## config.mk

```make
export PLATFORM = sky130hd
export DESIGN_NAME = aula_201029_qsys_nios2_qsys_rc_oci_dct_packer_flat
export DESIGN_NICKNAME = d
export VERILOG_FILES = /design/src/rtl/aula_201029_qsys_nios2_qsys_rc_oci_dct_packer_if.sv /design/src/rtl/aula_201029_qsys_nios2_qsys_rc_oci_dct_packer.sv /design/src/flat_wrapper.sv
export SDC_FILE = /design/constraint.sdc
export NUM_CORES = 1
export LEC_CHECK = 0
export CAP_MARGIN = 20
export CELL_PAD_IN_SITES_DETAIL_PLACEMENT = 1
export CELL_PAD_IN_SITES_GLOBAL_PLACEMENT = 1
export CORE_MARGIN = 5
export CORE_UTILIZATION = 41
export CTS_BUF_LIST = sky130_fd_sc_hd__clkbuf_8
export CTS_CLUSTER_DIAMETER = 200
export DETAILED_ROUTE_END_ITERATION = 10
export PLACE_DENSITY = 0.92
export SLEW_MARGIN = 30
export SYNTH_ARGS = -nofsm -noshare
export SYNTH_HDL_FRONTEND = slang
export SYNTH_SLANG_ARGS = --single-unit
```

## constraint.sdc

```tcl
create_clock -name clk -period 5.6 [get_ports clk]
set_input_delay 0.56 -clock clk [delete_from_list [all_inputs] [get_ports clk]]
set_output_delay 0.56 -clock clk [all_outputs]
set_load 0.1 [all_outputs]
```

## src/rtl/aula_201029_qsys_nios2_qsys_rc_oci_dct_packer_if.sv

```systemverilog
// Frame handshake between the DCT packer and its consumer.
// The packer drives the held frame; the consumer drives frame_ready.
interface aula_201029_qsys_nios2_qsys_rc_oci_dct_packer_if;
  logic        frame_valid;
  logic [29:0] frame_data;
  logic [3:0]  frame_count;
  logic        frame_ready;

  modport master (
    output frame_valid,
    output frame_data,
    output frame_count,
    input  frame_ready
  );

  modport slave (
    input  frame_valid,
    input  frame_data,
    input  frame_count,
    output frame_ready
  );
endinterface

```

## src/rtl/aula_201029_qsys_nios2_qsys_rc_oci_dct_packer.sv

```systemverilog
// Packs 3-bit trace codes into frames of up to MAX_ENTRIES entries.
// Define AULA_201029_QSYS_DCT_DROP_COUNT_EN to enable the drop counter.
module aula_201029_qsys_nios2_qsys_rc_oci_dct_packer #(
  parameter int MAX_ENTRIES = 10
) (
  input  logic        clk,
  input  logic        reset_n,
  input  logic        trc_on,
  input  logic        code_valid,
  input  logic [2:0]  code,
  input  logic        flush,
  output logic [29:0] dct_buffer,
  output logic [3:0]  dct_count,
  aula_201029_qsys_nios2_qsys_rc_oci_dct_packer_if.master frm,
  output logic        overflow,
  output logic [7:0]  drop_count
);

  localparam logic [3:0] MAX_N = 4'(MAX_ENTRIES);

  typedef enum logic {
    ACCUM,
    STALL
  } state_t;

  state_t state, state_nx;

  logic [29:0] buf_nx, app_buf, frm_data_nx;
  logic [3:0]  cnt_nx, app_cnt, frm_cnt_nx;
  logic [29:0] fdata_q;
  logic [3:0]  fcount_q;
  logic        fvalid_q;
  logic        flush_pend, pend_nx;
  logic        frm_load;
  logic        slot_free, hit, accept, drop, flush_eff;

  assign slot_free = !fvalid_q || frm.frame_ready;
  assign hit       = trc_on && code_valid;
  // In STALL the code is only taken on the release cycle,
  // where it becomes entry 0 of the freshly cleared buffer.
  assign accept    = hit && (state == ACCUM || slot_free);
  assign drop      = hit && state == STALL && !slot_free;
  assign flush_eff = flush || flush_pend;

  assign frm.frame_valid = fvalid_q;
  assign frm.frame_data  = fdata_q;
  assign frm.frame_count = fcount_q;

  // Live buffer with this cycle's code appended.
  always_comb begin
    app_buf = dct_buffer;
    for (int i = 0; i < 10; i++) begin
      if (accept && dct_count == 4'(i)) begin
        app_buf[3*i +: 3] = code;
      end
    end
    app_cnt = dct_count + {3'd0, accept};
  end

  // Next state, buffer update and frame transfer decision.
  always_comb begin
    state_nx    = state;
    buf_nx      = dct_buffer;
    cnt_nx      = dct_count;
    pend_nx     = flush_pend;
    frm_load    = 1'b0;
    frm_data_nx = app_buf;
    frm_cnt_nx  = app_cnt;
    unique case (state)
      ACCUM: begin
        buf_nx = app_buf;
        cnt_nx = app_cnt;
        if (app_cnt == MAX_N) begin
          pend_nx = 1'b0;
          if (slot_free) begin
            frm_load = 1'b1;
            buf_nx   = '0;
            cnt_nx   = '0;
          end else begin
            state_nx = STALL;
          end
        end else if (flush_eff && app_cnt != 4'd0) begin
          if (slot_free) begin
            frm_load = 1'b1;
            buf_nx   = '0;
            cnt_nx   = '0;
            pend_nx  = 1'b0;
          end else begin
            pend_nx = 1'b1;
          end
        end
      end
      STALL: begin
        if (slot_free) begin
          frm_load    = 1'b1;
          frm_data_nx = dct_buffer;
          frm_cnt_nx  = dct_count;
          buf_nx      = {27'd0, accept ? code : 3'd0};
          cnt_nx      = {3'd0, accept};
          pend_nx     = 1'b0;
          state_nx    = (cnt_nx == MAX_N) ? STALL : ACCUM;
        end
      end
    endcase
  end

  // FSM state register.
  always_ff @(posedge clk or negedge reset_n) begin
    if (!reset_n) begin
      state <= ACCUM;
    end else begin
      state <= state_nx;
    end
  end

  // Live buffer, pending flush and sticky overflow.
  always_ff @(posedge clk or negedge reset_n) begin
    if (!reset_n) begin
      dct_buffer <= '0;
      dct_count  <= '0;
      flush_pend <= 1'b0;
      overflow   <= 1'b0;
    end else begin
      dct_buffer <= buf_nx;
      dct_count  <= cnt_nx;
      flush_pend <= pend_nx;
      overflow   <= overflow | drop;
    end
  end

  // Held frame slot; a load wins over a handshake clear.
  always_ff @(posedge clk or negedge reset_n) begin
    if (!reset_n) begin
      fvalid_q <= 1'b0;
      fdata_q  <= '0;
      fcount_q <= '0;
    end else if (frm_load) begin
      fvalid_q <= 1'b1;
      fdata_q  <= frm_data_nx;
      fcount_q <= frm_cnt_nx;
    end else if (frm.frame_ready) begin
      fvalid_q <= 1'b0;
    end
  end

`ifdef AULA_201029_QSYS_DCT_DROP_COUNT_EN
  logic [7:0] drop_q;

  // Saturating count of dropped codes.
  always_ff @(posedge clk or negedge reset_n) begin
    if (!reset_n) begin
      drop_q <= '0;
    end else if (drop && drop_q != 8'hFF) begin
      drop_q <= drop_q + 8'd1;
    end
  end

  assign drop_count = drop_q;
`else
  assign drop_count = 8'd0;
`endif

endmodule
```

## src/flat_wrapper.sv

```systemverilog
// flat-port wrapper written by rule: the top's interface ports become plain ports
module aula_201029_qsys_nios2_qsys_rc_oci_dct_packer_flat 
#(
  parameter int MAX_ENTRIES = 10
)
  (clk, reset_n, trc_on, code_valid, code, flush, dct_buffer, dct_count, overflow, drop_count, frm_frame_valid, frm_frame_data, frm_frame_count, frm_frame_ready);
  aula_201029_qsys_nios2_qsys_rc_oci_dct_packer_if frm_i ();
  input  logic clk;
  input  logic reset_n;
  input  logic trc_on;
  input  logic code_valid;
  input  logic [2:0] code;
  input  logic flush;
  output logic [29:0] dct_buffer;
  output logic [3:0] dct_count;
  output logic overflow;
  output logic [7:0] drop_count;
  output wire logic [$bits(frm_i.frame_valid)-1:0] frm_frame_valid;
  output wire logic [$bits(frm_i.frame_data)-1:0] frm_frame_data;
  output wire logic [$bits(frm_i.frame_count)-1:0] frm_frame_count;
  input wire logic [$bits(frm_i.frame_ready)-1:0] frm_frame_ready;
  assign frm_frame_valid = frm_i.frame_valid;
  assign frm_frame_data = frm_i.frame_data;
  assign frm_frame_count = frm_i.frame_count;
  assign frm_i.frame_ready = frm_frame_ready;
  aula_201029_qsys_nios2_qsys_rc_oci_dct_packer #(.MAX_ENTRIES(MAX_ENTRIES)) u_core (.clk(clk), .reset_n(reset_n), .trc_on(trc_on), .code_valid(code_valid), .code(code), .flush(flush), .dct_buffer(dct_buffer), .dct_count(dct_count), .frm(frm_i), .overflow(overflow), .drop_count(drop_count));
endmodule
```

==> impl_metrics.csv <==
group,metric,value,unit
status,status,"completed",
timing,max_freq,219,MHz
timing,slew_headroom,33.5,%
synth,syn_inst,370,
synth,synth.most_common_cell,"dfrtp_1",
cells_and_area,layout-drive-gt1-share,6.82,%
cells_and_area,fillCellCount,973,
timing,period_minus_slack,4570,ps
routing,vias,3367,
critical_path,r2r-start,"u_core.frm.frame_valid",
timing,finalSetupViolations,0,
routing,dr.first_iter.drc_count,219,
routing,drc_errors,0,
die,core_area,8760,um^2
routing,vias_per_cell,6.14,
synth,syn_area,3700,um^2
synth,ys_types,53,
cells_and_area,fin_nets,446,
timing,grt_setup_unrepaired,"no",
die,io_pins,87,
synth,ys_ff_latch,72,
global_routing,grt_remaining_overflow,0,
clocking,clk_pin_slew_worst_paths,80,ps
cells_and_area,synthToLayoutAreaGrowth,29.2,%
synth,ys_seq_area_share,48.7,%
cells_and_area,utilization,54.5,%
clocking,postCtsSetupBuffers,0,
critical_path,critical_path_class,"in -> reg",
clocking,max-clock-path-buffers,2,
critical_path,cp-end-kind,"flip-flop",
routing,ant_nets,0,
clocking,cts-resized-gates,0,
pwr,powerDensity,652,nW/um^2
place,hpwl,8060,um
die,dieArea,11000,um^2
clocking,cts_hold_buf,0,
critical_path,worstPathRequired,5890,ps
timing,skew,8.47,ps
timing,hold_viol_final,0,
routing,drt_first_pass_iters,4,
place,routabilityCongestion,0.880,
synth,yosys_most_used_dff,"dfrtp_1",
hold_path,hold_path.class,"in -> async",
critical_path,cp_max_fo,19,
critical_path,r2r_slack,1350,ps
place,io_buffers,78,
global_routing,antenna_found_initial,0,
die,rows,34,
synth,synthTopCellsByArea,"dfrtp_1 49%, o31ai_1 4.9%, mux2i_1 4.1%",
pwr,leakage,2.02,nW
critical_path,worst-r2r-cell-count,11,
global_routing,grt_pass1_vias,3604,
global_routing,grt_max_degree,73,
clocking,clock_latency,360,ps
cells_and_area,antennaDiodeCount,0,
timing,fin_tns_setup,0,ps
synth,ys_async_sr_fraction,100,%
timing,slew_viol_final,0,
clocking,numCtsBuffers,9,
synth,yosys.area.top_type,"dfrtp_1",
die,die_w,105,um
synth,synth-edff-count,0,
critical_path,crit_arrival,4870,ps
global_routing,groute.usage.overall,22.1,%
routing,wl_per_cell,22.4,um
critical_path,r2r_end,"u_core.frm.frame_count[2]",
timing,worstMarginPinSlew,995,ps
critical_path,cp-start-kind,"input pin",
synth,yosysTopAreaCellShare,48.7,%
die,initial_core_util,42.2,%
clocking,cts_tree,"built",
synth,synth_common_cells,"72 x dfrtp_1, 31 x nor2_1, 25 x nand2_1",
timing,period_share,81.7,%
clocking,htreeDepth,3,
clocking,cts.sinks,72,
global_routing,grt_pass1_wl,19900,um
die,die_y,105,um
synth,yosysWarnings,0,
clocking,clockRootBuffer,"clkbuf_8",
synth,syn-mean-instance-area,9.99,um^2
pwr,ir_drop,0.239,mV
job,maxCapViolCount,0,
routing,wl,12300,um
[cell type report]
cell class / count / area (um^2) / share of cell area, %
flip-flops and latches: 72 / 1800 / 37.7
multi-input cells: 256 / 1710 / 35.9
repair buffers: 85 / 832 / 17.4
well taps: 108 / 135 / 2.83
clock inverters: 5 / 103 / 2.15
inverters: 11 / 41.3 / 0.864
clock buffers: 11 / 151 / 3.17
[critical path: stages]
cell	delay, ps
clkdlybuf4s50_1	430
and3b_1	680
nor2_1	210
ha_1	290
ha_1	310
xor2_1	210
nor3b_1	320
and2_1	440
o31a_1	760
buf_4	330
and4_1	210
a211o_1	110
[worst max-delay path by stage]
stage	startpoint	endpoint	slack (ps)	cells past startpoint
2_1_floorplan	u_core.frm.frame_valid	u_core.frm.frame_data[22]	1870	14
6_report	frm_frame_ready	u_core.frm.frame_count[2]	1030	12
5_1_grt	frm_frame_ready	u_core.frm.frame_count[2]	740	12
3_3_place_gp	frm_frame_ready	u_core.frm.frame_count[2]	970	12
3_5_place_dp	frm_frame_ready	u_core.frm.frame_count[2]	700	12
4_1_cts	frm_frame_ready	u_core.frm.frame_count[2]	1020	12
[placed cells by master, fill, tap and decap left out, types with 2 or more instances in the layout]
cell             synthesis  routed
nand2b_1                 3       3
a22oi_1                  4       4
nor4_1                   6       6
a221oi_1                 5       5
o31ai_1                 24      24
and3_1                   4       4
mux2i_1                 15      15
bufinv_16                0       3
ha_1                     2       2
nand2_1                 25      25
inv_1                   11      11
buf_4                    8       6
nor2b_1                  2       2
clkbuf_8                 0      11
a221o_1                 13      13
a21oi_1                  9       9
nand4_1                  2       2
conb_1                   1       8
clkdlybuf4s50_1          0      77
and2_1                   2       2
nor3b_1                  2       2
a211o_1                  2       2
o21ai_0                  7       7
and4_1                   2       2
a22o_1                  16      16
o31a_1                   2       2
a2111oi_0                2       2
nand3_1                 11      11
o22ai_1                  3       3
a211oi_1                 9       9
or3_1                    4       4
o31ai_4                  0       2
dfrtp_1                 72      72
and3b_1                  2       2
nor2_1                  31      31
nor3_1                  20      20
[cell families after synthesis]
group           synth area share, %
simple gates                   17.3
compound gates                 22.6
flops                          48.7
buf+inv                        6.09
mux                            4.06
fa+ha+maj                     0.677
xor+xnor                      0.474
other cells                   0.101
[stage by stage]
step                power [mW]  area [um^2]  std cells  hold WS (ps)  setup slack, ps
detailed placement        2.59         4520        532           478              705
CTS                       3.13         4770        548           466             1020
floorplan                 2.14         3720        377           264             1870
global route              3.22         4780        548           397              738
finish                    3.11         4780        548           325             1030
global placement          2.54         4510        532           470              966
[flip-flops by register name, indices dropped and copies added, names as in the netlist]
register                count
u_core.state                1
u_core.overflow             1
u_core.dct_count            4
u_core.frm.frame_data      30
u_core.frm.frame_valid      1
u_core.flush_pend           1
u_core.dct_buffer          30
u_core.frm.frame_count      4
[metal layers]
| metal | wire length [um] | global-route usage (%) | vias to the layer above | share of wire, % |
|---|---|---|---|---|
| li1 | - | - | 1516 | - |
| met1 | 5300 | 28.6 | 1733 | 43 |
| met2 | 6190 | 37.9 | 104 | 50 |
| met3 | 643 | 3.64 | 14 | 5.2 |
| met4 | 125 | 6.48 | 0 | 1.0 |
| met5 | 0 | 0 | - | 0 |
[report_power, final]
group          leakage, nW  internal [mW]  switching, mW  total (mW)
clock                0.126          0.320          0.211       0.531
sequential           0.962          0.657          0.116       0.773
combinational        0.931          0.411           1.40        1.81
total                 2.02           1.39           1.73        3.11
(Power assumes the default switching activity.)
